==> config.mk <==
export PLATFORM = sky130hd
export DESIGN_NAME = speaker_tone_gen
export DESIGN_NICKNAME = d
export VERILOG_FILES = /design/src/rtl/speaker_tone_gen.sv
export SDC_FILE = /design/constraint.sdc
export NUM_CORES = 1
export LEC_CHECK = 0
export CORE_UTILIZATION = 55
export CTS_BUF_LIST = sky130_fd_sc_hd__clkbuf_8
export CTS_CLUSTER_SIZE = 30
export DETAILED_ROUTE_END_ITERATION = 16
export GPL_ROUTABILITY_DRIVEN = 0
export PLACE_DENSITY = 0.73
export SYNTH_ARGS = -nofsm -noshare
export SYNTH_HDL_FRONTEND = slang
export SYNTH_SLANG_ARGS = --single-unit
==> constraint.sdc <==
create_clock -name clk -period 7.2 [get_ports clk]
set_clock_uncertainty 0.15 [all_clocks]
set_input_delay 1.44 -clock clk [delete_from_list [all_inputs] [get_ports clk]]
set_output_delay 1.44 -clock clk [all_outputs]
set_load 0.05 [all_outputs]
==> src/rtl/speaker_tone_gen.sv <==
// Keypad-driven square-wave tone generator with octave select, release tail and PWM volume.
// Divisors are switched only on a half-period boundary, so the speaker never emits a truncated pulse.
module speaker_tone_gen #(
    parameter int CLK_HZ  = 100_000_000,
    parameter int NUM_OCT = 3,
    parameter int DIV_W   = 20,
    parameter int VOL_W   = 3,
    parameter int REL_MS  = 200
) (
    input  logic             clk,
    input  logic             sys_rst_n,
    input  logic             key_valid,
    input  logic [3:0]       key_code,
    input  logic [VOL_W-1:0] vol,
    output logic [1:0]       scale,
    output logic [2:0]       note,
    output logic             playing,
    output logic             speaker
);

    localparam int         REL_CYC   = CLK_HZ / 1000 * REL_MS;
    localparam int         REL_W     = (REL_CYC > 1) ? $clog2(REL_CYC) : 1;
    localparam logic [REL_W-1:0] REL_LAST = REL_W'(REL_CYC - 1);
    localparam logic [1:0] SCALE_RST = (NUM_OCT > 1) ? 2'd1 : 2'd0;
    localparam logic [1:0] TOP_OCT   = 2'(NUM_OCT - 1);

    // Half-period of the highest octave, rounded to the nearest clock count.
    function automatic logic [DIV_W-1:0] top_div(input int idx);
        real f;
        case (idx)
            0:       f = 1046.50;
            1:       f = 1174.66;
            2:       f = 1318.51;
            3:       f = 1396.91;
            4:       f = 1567.98;
            5:       f = 1760.00;
            default: f = 1975.53;
        endcase
        return DIV_W'(longint'(real'(CLK_HZ) / (2.0 * f)));
    endfunction

    localparam logic [DIV_W-1:0] TOP_DIV [8] = '{
        top_div(0), top_div(1), top_div(2), top_div(3),
        top_div(4), top_div(5), top_div(6), '0
    };

    typedef enum logic [1:0] {IDLE, PLAY, RELEASE} state_t;

    state_t           state, state_next;
    logic [DIV_W-1:0] div_q, cnt_q, new_div;
    logic [REL_W-1:0] rel_cnt_q;
    logic [VOL_W-1:0] pwm_cnt_q;
    logic [2:0]       note_q;
    logic [1:0]       scale_q;
    logic             sq_q, playing_q;
    logic             note_press, oct_press, half_done;

    assign note_press = key_valid && (key_code >= 4'd1) && (key_code <= 4'd7);
    assign oct_press  = key_valid && (key_code >= 4'd10) && (key_code <= 4'd13)
                        && ((key_code - 4'd10) < 4'(NUM_OCT));
    assign new_div    = TOP_DIV[key_code[2:0] - 3'd1] << (TOP_OCT - scale_q);
    assign half_done  = (cnt_q == div_q - DIV_W'(1));

    // NOTE: every variable written here gets a default first, so no path can infer a latch.
    always_comb begin
        state_next = state;
        case (state)
            IDLE:    if (note_press) state_next = PLAY;
            PLAY:    if (!note_press) state_next = (REL_CYC == 0) ? IDLE : RELEASE;
            RELEASE: begin
                if (note_press)                  state_next = PLAY;
                else if (rel_cnt_q == REL_LAST)  state_next = IDLE;
            end
            default: state_next = IDLE;
        endcase
    end

    // NOTE: sequential state uses non-blocking assignments so every register samples pre-edge values.
    always_ff @(posedge clk or negedge sys_rst_n) begin
        if (!sys_rst_n) begin
            state     <= IDLE;
            playing_q <= 1'b0;
            scale_q   <= SCALE_RST;
            pwm_cnt_q <= '0;
        end else begin
            state     <= state_next;
            playing_q <= (state_next != IDLE);
            pwm_cnt_q <= pwm_cnt_q + VOL_W'(1);
            if (oct_press) scale_q <= 2'(key_code - 4'd10);
        end
    end

    always_ff @(posedge clk or negedge sys_rst_n) begin
        if (!sys_rst_n) begin
            div_q     <= '0;
            cnt_q     <= '0;
            rel_cnt_q <= '0;
            note_q    <= '0;
            sq_q      <= 1'b0;
        end else if (state_next == IDLE) begin
            cnt_q     <= '0;
            rel_cnt_q <= '0;
            note_q    <= '0;
            sq_q      <= 1'b0;
        end else if (state == IDLE) begin
            div_q     <= new_div;
            note_q    <= key_code[2:0];
            cnt_q     <= '0;
            rel_cnt_q <= '0;
            sq_q      <= 1'b0;
        end else begin
            if (half_done) begin
                cnt_q <= '0;
                sq_q  <= ~sq_q;
                // A held note (possibly changed) takes effect only at this boundary.
                if (note_press) begin
                    div_q  <= new_div;
                    note_q <= key_code[2:0];
                end
            end else begin
                cnt_q <= cnt_q + DIV_W'(1);
            end
            rel_cnt_q <= (state == RELEASE && state_next == RELEASE)
                         ? rel_cnt_q + REL_W'(1) : '0;
        end
    end

    assign scale   = scale_q;
    assign note    = note_q;
    assign playing = playing_q;
    assign speaker = sq_q && (state != IDLE) && ((vol == '1) || (pwm_cnt_q < vol));

endmodule

==> results of run 1 <==
## synthesized netlist by cell type (all sizes together) (8+ instances only)
master / number
a21oi: 17
a311o: 10
and2: 11
buf: 18
clkbuf: 26
dfrtp: 75
ha: 16
inv: 17
mux2i: 16
nand2: 69
nand3: 25
nand4: 13
nor2: 74
nor3: 13
nor4: 28
o21ai: 30
or3: 9
or4: 8
xnor2: 21
xor2: 40
## per-layer routing
| metal | part of all wire | vias up |
|---|---|---|
| met5 | 0 | - |
| met3 | 0.051 | 31 |
| li1 | - | 2315 |
| met1 | 0.46 | 2280 |
| met2 | 0.46 | 152 |
| met4 | 0.029 | 0 |
## stage by stage
step / util / std cells / instance area [µm²]
floorplan: - / 645 / 5520
global placement: 0.583 / 755 / 5680
detailed placement: 0.583 / 755 / 5680
CTS: 0.605 / 771 / 5880
global route: 0.605 / 771 / 5880
finish: 0.605 / 771 / 5880
## cell type report
type                       instances  area, µm²  area share
clock buffer                       9        124      0.0211
multi-input combinational        507       3340       0.569
timing repair buffer              21        195      0.0332
inverter                          18       67.6      0.0115
sequential                        76       1900       0.324
tap                              133        166      0.0283
clock inverter                     7       81.3      0.0138
## cell families after synthesis
family,Yosys count
simple gates,293
compound gates,117
flops,76
buf+inv,62
xor+xnor,61
mux,20
fa+ha+maj,16
## report_power, final
group          leakage [nW]  internal, mW  total (mW)  switching [mW]
sequential            0.961         0.454       0.528          0.0734
combinational          1.18         0.145       0.349           0.205
clock                 0.101         0.166       0.350           0.185
## worst max-delay path, delay by kind of cell
family | cells | cell delay, ns
compound gates | 3 | 0.36
fa+ha+maj | 1 | 0.27
buf+inv | 3 | 1.33
simple gates | 1 | 0.11
## layout by cell type, fill, tap and decap left out, types with 5 or more instances in the layout
cell type / n
nor3_1: 13
xor2_1: 40
clkbuf_8: 9
clkdlybuf4s50_1: 15
mux2i_1: 16
dfrtp_1: 75
inv_1: 17
nor2_1: 74
or4_1: 8
nand2b_1: 7
nor4_1: 24
a311o_1: 10
and3_1: 5
nor2b_1: 6
and2_1: 11
or2_2: 6
nand3_1: 25
a21oi_1: 17
a222oi_1: 7
buf_4: 6
or3_1: 9
nand4_1: 12
nand4b_1: 5
a22oi_1: 7
nand3b_1: 5
a31oi_1: 7
xnor2_1: 21
o21ai_0: 28
ha_1: 16
nand2_1: 68
## sequential cells by signal, indices dropped and copies added, names as in the netlist, 2 cells and up
name,flops
pwm_cnt_q,3
note,3
div_q,19
rel_cnt_q,25
state,2
scale,2
cnt_q,20
## how the worst min path moves through the flow
| stage | cells after the start | start | endpoint | slack [ns] |
|---|---|---|---|---|
| 6_report | 1 | pwm_cnt_q[0]$_DFF_PN0_ | pwm_cnt_q[0]$_DFF_PN0_ | 0.30 |
| 5_1_grt | 1 | pwm_cnt_q[0]$_DFF_PN0_ | pwm_cnt_q[0]$_DFF_PN0_ | 0.34 |
| 3_5_place_dp | 1 | pwm_cnt_q[0]$_DFF_PN0_ | pwm_cnt_q[0]$_DFF_PN0_ | 0.29 |
| 3_3_place_gp | 1 | pwm_cnt_q[0]$_DFF_PN0_ | pwm_cnt_q[0]$_DFF_PN0_ | 0.28 |
| 2_1_floorplan | 1 | pwm_cnt_q[0]$_DFF_PN0_ | pwm_cnt_q[0]$_DFF_PN0_ | 0.26 |
| 4_1_cts | 1 | pwm_cnt_q[0]$_DFF_PN0_ | pwm_cnt_q[0]$_DFF_PN0_ | 0.30 |
==> results.json, run 1 <==
{
  "cap_viol_max_count": 0,
  "wl_mm": 12.9,
  "num_antenna_cells": 0,
  "synth_ff_type": "dfrtp_1",
  "hold_buffers": 0,
  "synth_compound_area_frac": 0.148,
  "synth_top_family_by_area": "simple AND/OR/NAND/NOR gates",
  "clkSlewWorstSetupHoldPaths_ns": 0.09,
  "grt_antenna_before_repair": 0,
  "synth_top_area_share": 0.340,
  "yosys-mux-area-fraction": 0.0454,
  "drt_pass1_iterations": 6,
  "htree_levels": 3,
  "syn_avg_cell_area_um2": 8.55,
  "max_stage_delay_ns": 0.81,
  "antenna_left": 0,
  "cts_resized": 0,
  "yosysWarningCount": 0,
  "drc": 0,
  "grt_pass1_wl_mm": 21.1,
  "r2r_start": "div_q[0]$_DFFE_PN0P_",
  "path_cells": "clkdlybuf4s50_1, inv_1, ha_1, a21o_1, a21oi_1, a31oi_1, nor2_1, clkdlybuf4s50_1",
  "async_reset_ff_frac": 1.00,
  "clockBufferDepth": 2,
  "slew_violations": 0,
  "p_leak_nw": 2.24,
  "synth_area_leader_cell": "dfrtp_1",
  "ys_seq_elements": 76,
  "post_cts_buffers": 0,
  "worstMarginPinSlew_ns": 1.25,
  "pre_cts_ws_ns": 1.86,
  "worstSetupEndpoint": "speaker",
  "synth_edf_count": 0,
  "fin_ws_ns": 2.10,
  "status": "finished, final reports clean",
  "crit_type": "in2out",
  "hold_class": "reg2reg",
  "syn-instance-count": 645,
  "post-dp-hpwl_mm": 8.85,
  "io_pins": 17,
  "synth_nets": 671,
  "fin_crit_sh": 0.708,
  "ir_worst_vdd_mv": 0.157,
  "tns_ns": 0,
  "r2r_end": "div_q[18]$_DFFE_PN0P_",
  "area_growth_syn_to_layout_pct": 6.62,
  "synthSimpleGateAreaFrac": 0.278,
  "rsz0062_at_grt": "false",
  "cts_buffers": 9,
  "cts_tree": "yes",
  "numClockSinks": 76,
  "nNetsFinal": 659,
  "busiest_layer": "met2",
  "critPathRequiredTime_ns": 5.61,
  "root_buffer": "clkbuf_8",
  "critPathCaptureType": "output pin",
  "track_usage": 0.261,
  "yosysUniqueCellTypes": 65,
  "powerDensity_nw_per_um2": 209,
  "netlist_area_um2": 5520,
  "r2r_slack_ns": 3.48,
  "grt_util_met2": 0.401,
  "setup.worst_path.start": "vol[1]",
  "post_drt_wl_per_cell_um": 16.8,
  "die_x_um": 102,
  "fin_crit_ns": 5.10,
  "fin_hold_ws_ns": 0.298,
  "grt_max_degree": 77,
  "worstRegToRegCells": 9,
  "via_per_inst": 6.20,
  "fmax_mhz": 196,
  "setup_viol": 0,
  "route.vias.total": 4778,
  "grtUsageMet3": 0.0479,
  "cp-start-kind": "input pin",
  "die_h_um": 102,
  "drtIter0Drc": 336,
  "synth.area.top_cells": "dfrtp_1 (34%), xor2_1 (6.4%), nor2_1 (5.0%)",
  "cp.arrival_ns": 3.51,
  "initial_core_util": 0.567,
  "fillCellCount": 870,
  "crit_path_max_fanout": 2,
  "ys_seq_area_frac": 0.345,
  "path_common_cell": "clkdlybuf4s50_1",
  "synthAdderAreaFrac": 0.0363,
  "layout-drive-gt1-share": 0.0674,
  "grt_pass1_vias": 4441,
  "cp_slowest_cell": "clkdlybuf4s50_1",
  "grt_overflow": 0,
  "max-slew-margin-rel": 0.170,
  "dieArea_um2": 10400,
  "hold_viol_final": 0,
  "synth-xor-area-share": 0.0968,
  "port_buffers": 16,
  "core_area_um2": 9730,
  "clkLatencyLatePin_ns": 0.37,
  "rows": 36,
  "p_total_mw": 1.23,
  "grt_use_met1": 0.363
}
Power figures use the tool's default switching activity.
==> run 2, diff against run 1 <==
Settings changed: PLACE_DENSITY 0.73 to 0.75.
Clock period 7.2 ns to 4.24 ns, I/O delays scaled along.
==> run 2 against run 1 <==
Net effect: register-to-register slack got worse by 2.6 ns; worst setup slack got worse by 1.5 ns; sequential power increased by 70%; largest power group unchanged; largest cell class unchanged; utilization increased by 0.45 points; combinational power increased by 69%; highest routed layer unchanged; critical endpoint is now div_q[13]$_DFFE_PN0P_; via count increased by 1.2%; total power increased by 68%; sequential cell count unchanged; cell area increased by 0.74%; clock power increased by 64%; global-route usage increased by 0.30 points.
==> results.json, run 2 (synthesis results as in run 1) <==
{
  "fmax_mhz": 276,
  "largest_reg_flops": 25,
  "layout_commonest_cell": "dfrtp_1",
  "drt_pass1_iterations": 5,
  "die_x_um": 102,
  "multi_input_area_um2": 3340,
  "p_leak_nw": 2.28,
  "hold_viol_final": 0,
  "htree_levels": 3,
  "via_per_inst": 6.21,
  "crit_path_max_fanout": 20,
  "crit_type": "in2reg",
  "final_cells": 778,
  "io_pins": 17,
  "critPathCaptureType": "flop",
  "powerDensity_nw_per_um2": 347,
  "fillCellCount": 852,
  "tns_ns": 0,
  "route.vias.total": 4833,
  "clockBufferDepth": 2,
  "grt_antenna_before_repair": 0,
  "p_total_mw": 2.06,
  "fin_ws_ns": 0.611,
  "max-slew-margin-rel": 0.162,
  "slew_violations": 0,
  "drtIter0Drc": 302,
  "worstMarginPinSlew_ns": 1.26,
  "cp.arrival_ns": 3.73,
  "path_delay_family": "adder cells",
  "top_register": "rel_cnt_q",
  "combPwrFrac": 0.286,
  "switchingPower_uw": 760,
  "root_buffer": "clkbuf_8",
  "grt_max_degree": 77,
  "num_antenna_cells": 0,
  "max_stage_delay_ns": 0.66,
  "p_clk_frac": 0.278,
  "cts_resized": 0,
  "p_int_mw": 1.30,
  "utilization": 0.609,
  "clkLatencyLatePin_ns": 0.36,
  "setup.worst_path.start": "key_code[0]",
  "final_cell_mix": "dfrtp_1 (75), nor2_1 (74), nand2_1 (68), xor2_1 (40), o21ai_0 (28)",
  "fin_crit_ns": 3.63,
  "placed_cell_area_um2": 5730,
  "antenna_left": 0,
  "pwr-share-seq": 0.435,
  "rsz0062_at_grt": "false",
  "grt_overflow": 0,
  "setup_viol": 0,
  "final_area_um2": 5930,
  "clkSlewWorstSetupHoldPaths_ns": 0.09,
  "area_growth_syn_to_layout_pct": 7.42,
  "swShare": 0.370,
  "status": "finished, final reports clean",
  "grt_pass1_vias": 4472,
  "hold_buffers": 0,
  "pre_cts_ws_ns": 0.257,
  "rows": 36,
  "reg_top3": "rel_cnt_q (25), cnt_q (20), div_q (19)",
  "fin_crit_sh": 0.856,
  "critPathRequiredTime_ns": 4.34,
  "nNetsFinal": 666,
  "drc": 0,
  "cp_slowest_cell": "ha_1",
  "hold_path.startpoint": "pwm_cnt_q[0]$_DFF_PN0_",
  "regArea_um2": 1900,
  "cp-start-kind": "input pin",
  "numClockSinks": 76,
  "initial_core_util": 0.567,
  "path_cells": "clkdlybuf4s50_1, inv_1, ha_1, ha_1, mux4_2, nand2_1, o21ai_0, a22oi_1, o21ai_0, a311o_1",
  "post_drt_wl_per_cell_um": 16.5,
  "wl_mm": 12.8,
  "cts_buffers": 9,
  "cap_viol_max_count": 0,
  "grt_pass1_wl_mm": 21.7,
  "cts_tree": "yes",
  "dp.cells": 762,
  "core_area_um2": 9730,
  "hold_class": "reg2reg",
  "die_h_um": 102,
  "ir_worst_vdd_mv": 0.307,
  "dieArea_um2": 10400,
  "post_cts_buffers": 0,
  "post-dp-hpwl_mm": 8.96,
  "fin_hold_ws_ns": 0.312,
  "r2r_start": "div_q[2]$_DFFE_PN0P_",
  "track_usage": 0.264,
  "crit_buf_inv": 2,
  "layout-drive-gt1-share": 0.0791,
  "port_buffers": 16
}
## run 2: cell count changes in the layout (fill, tap and decap cells not counted)
cell	change
buf_4	+8
clkinv_2	+2
inv_6	-2
clkdlybuf4s50_1	-1
clkinv_4	+1
clkinvlp_4	-1
## run 2: cell type report
type,instances,share of cell area
Inverter,18,0.0114
Tap cell,133,0.0281
Clock buffer,9,0.0209
Sequential cell,76,0.321
Clock inverter,7,0.0127
Multi-Input combinational cell,507,0.564
Timing Repair Buffer,28,0.0414
## run 2: per-layer routing
metal	up-vias	wire length, µm	GRT usage
li1	2325	-	-
met5	-	0	0
met2	134	6120	0.421
met1	2357	5850	0.365
met4	0	228	0.101
met3	17	601	0.0390
## run 2: path summary, 6_finish.rpt
kind | endpoint | slack, ns | depth (start not counted)
max | div_q[13]$_DFFE_PN0P_ | 0.61 | 10
min | pwm_cnt_q[0]$_DFF_PN0_ | 0.31 | 1
max reg2reg | div_q[16]$_DFFE_PN0P_ | 0.90 | 7
min reg2reg | pwm_cnt_q[0]$_DFF_PN0_ | 0.31 | 1
max in group asynchronous | div_q[14]$_DFFE_PN0P_ | 2.83 | 1
min in group asynchronous | div_q[9]$_DFFE_PN0P_ | 0.47 | 1
## run 2: power by group through the flow
stage / registers, mW / logic [mW] / clock network [mW]
final: 0.895 / 0.589 / 0.573
after global routing: 0.907 / 0.647 / 0.615
after CTS: 0.894 / 0.583 / 0.583
after detailed placement: 0.908 / 0.581 / 0
after global placement: 0.903 / 0.564 / 0
after floorplan: 0.856 / 0.481 / 0
==> run 3, diff against run 2 <==
Settings changed: GPL_TIMING_DRIVEN set to 0.
==> run 3 against run 2 <==
Net effect: non-clock buffer count rose by 32; maximum frequency fell by 10%; cell area rose by 1.9%; register-to-register slack barely moved; sequential share of layout area fell by 0.61 points; total power fell by 1.2%; critical path depth rose by 2; worst setup slack got worse by 0.42 ns; utilization rose by 1.2 points; combinational power rose by 21%; global-route usage rose by 3.5 points; largest cell class unchanged; highest routed layer unchanged.
==> results.json, run 3 (synthesis results as in run 1) <==
{
  "area_growth_syn_to_layout_pct": 9.50,
  "worstRegToRegCells": 11,
  "nNetsFinal": 698,
  "route.vias.total": 5018,
  "switchingPower_uw": 786,
  "root_buffer": "clkbuf_8",
  "crit_buf_inv": 4,
  "setup_viol": 0,
  "powerDensity_nw_per_um2": 336,
  "htree_levels": 3,
  "fin_crit_sh": 0.956,
  "rows": 36,
  "path_common_cell": "clkbuf_2",
  "grt_pass1_vias": 5010,
  "hold_class": "in2async",
  "via_per_inst": 6.20,
  "r2r_start": "div_q[0]$_DFFE_PN0P_",
  "drt_pass1_iterations": 5,
  "die_h_um": 102,
  "cp-start-kind": "input pin",
  "ir_worst_vdd_mv": 0.246,
  "initial_core_util": 0.567,
  "hold_viol_final": 0,
  "swShare": 0.387,
  "critPathCaptureType": "flop",
  "grt_pass1_wl_mm": 24.1,
  "max-slew-margin-rel": 0.288,
  "drtIter0Drc": 400,
  "post-dp-hpwl_mm": 10.4,
  "layout_commonest_cell": "dfrtp_1",
  "clockBufferDepth": 2,
  "track_usage": 0.299,
  "pwr-share-seq": 0.406,
  "grt_overflow": 0,
  "post_drt_wl_per_cell_um": 17.5,
  "wl_mm": 14.2,
  "r2r_slack_ns": 0.91,
  "clkLatencyLatePin_ns": 0.37,
  "status": "finished, final reports clean",
  "path_cells": "clkdlybuf4s50_1, clkbuf_2, inv_1, ha_1, ha_2, clkbuf_2, xor2_1, a21boi_0, mux2i_1, a22oi_1, o21ai_0, a311o_1",
  "numClockSinks": 76,
  "p_clk_frac": 0.244,
  "reg_top3": "rel_cnt_q (25), cnt_q (20), div_q (19)",
  "layout-drive-gt1-share": 0.0798,
  "clkSlewWorstSetupHoldPaths_ns": 0.09,
  "cap_viol_max_count": 0,
  "max_stage_delay_ns": 0.59,
  "r2r_end": "div_q[13]$_DFFE_PN0P_",
  "crit_type": "in2reg",
  "final_cell_mix": "dfrtp_1 (75), nor2_1 (74), nand2_1 (68), xor2_1 (40), o21ai_0 (28)",
  "tns_ns": 0,
  "combPwrFrac": 0.350,
  "slew_violations": 0,
  "top_register": "rel_cnt_q",
  "p_total_mw": 2.03,
  "drc": 0,
  "die_x_um": 102,
  "antenna_left": 0,
  "num_antenna_cells": 0,
  "crit_path_max_fanout": 11,
  "p_leak_nw": 2.32,
  "fin_crit_ns": 4.05,
  "io_pins": 17,
  "cts_tree": "yes",
  "fmax_mhz": 247,
  "worstMarginPinSlew_ns": 1.06,
  "utilization": 0.621,
  "path_delay_family": "buffers and inverters",
  "largest_reg_flops": 25,
  "dieArea_um2": 10400,
  "cts_buffers": 9,
  "grt_antenna_before_repair": 0,
  "grt_max_degree": 46,
  "p_int_mw": 1.25,
  "cp_slowest_cell": "clkdlybuf4s50_1",
  "core_area_um2": 9730,
  "cp.arrival_ns": 4.14,
  "port_buffers": 16,
  "rsz0062_at_grt": "false",
  "critPathRequiredTime_ns": 4.33
}
-- run 3: cell types whose count changed in the layout (fill, tap and decap cells not counted), sizes merged --
cell / delta
clkbuf: +25
buf: +6
clkinv: -2
clkinvlp: +2
bufinv: -1
dlymetal6s2s: +1
inv: +1
-- run 3: how the worst max path moves through the flow --
stage | cells past startpoint | start | slack (ns) | to
finish | 12 | key_code[0] | 0.19 | div_q[5]$_DFFE_PN0P_
global route | 12 | key_code[0] | 0.01 | div_q[5]$_DFFE_PN0P_
CTS | 13 | key_code[0] | 0.06 | div_q[5]$_DFFE_PN0P_
detailed placement | 14 | key_code[0] | -0.58 | div_q[14]$_DFFE_PN0P_
global placement | 1 | sys_rst_n | -0.54 | rel_cnt_q[2]$_DFF_PN0_
floorplan | 12 | key_code[0] | 0.60 | div_q[3]$_DFFE_PN0P_
-- run 3: layout make-up --
type / instances / area [µm²]
clock inverter: 7 / 45.0
clock buffer: 9 / 124
fill: 879 / 3690
buffer: 43 / 209
inverter: 18 / 67.6
tap: 133 / 166
timing repair buffer: 17 / 188
sequential: 76 / 1900
multi-input combinational: 507 / 3340
-- run 3: stage by stage --
step                      setup WS, ns  instance area (µm²)  instances  hold WS, ns
after floorplan                  0.599                 5520        645        0.265
after global placement          -0.538                 5840        794        0.280
after detailed placement        -0.580                 5870        795        0.313
after CTS                       0.0589                 6040        811        0.272
after global routing            0.0150                 6040        810        0.295
final                            0.189                 6040        810        0.276
-- run 3: power by group through the flow --
stage | sequential (mW) | combinational (mW) | clock (mW)
floorplan | 0.856 | 0.481 | 0
global placement | 0.836 | 0.669 | 0
detailed placement | 0.839 | 0.696 | 0
CTS | 0.824 | 0.700 | 0.505
global route | 0.832 | 0.776 | 0.540
finish | 0.825 | 0.711 | 0.496
-- run 3: metal layers --
metal,routed length (µm),vias up,track usage
met4,146,0,0.0813
met5,0,-,0
met2,6740,181,0.494
li1,-,2380,-
met3,960,14,0.0670
met1,6340,2443,0.396
-- run 3: repair_timing --
item                                   in CTS  in global routing
endpoints found under the hold margin       0                  0
resized for setup                           2                  2
setup endpoints to repair                   7                  7
buffers inserted                            0                  0
pin swaps                                   0                  0
hold buffers                                0                  0
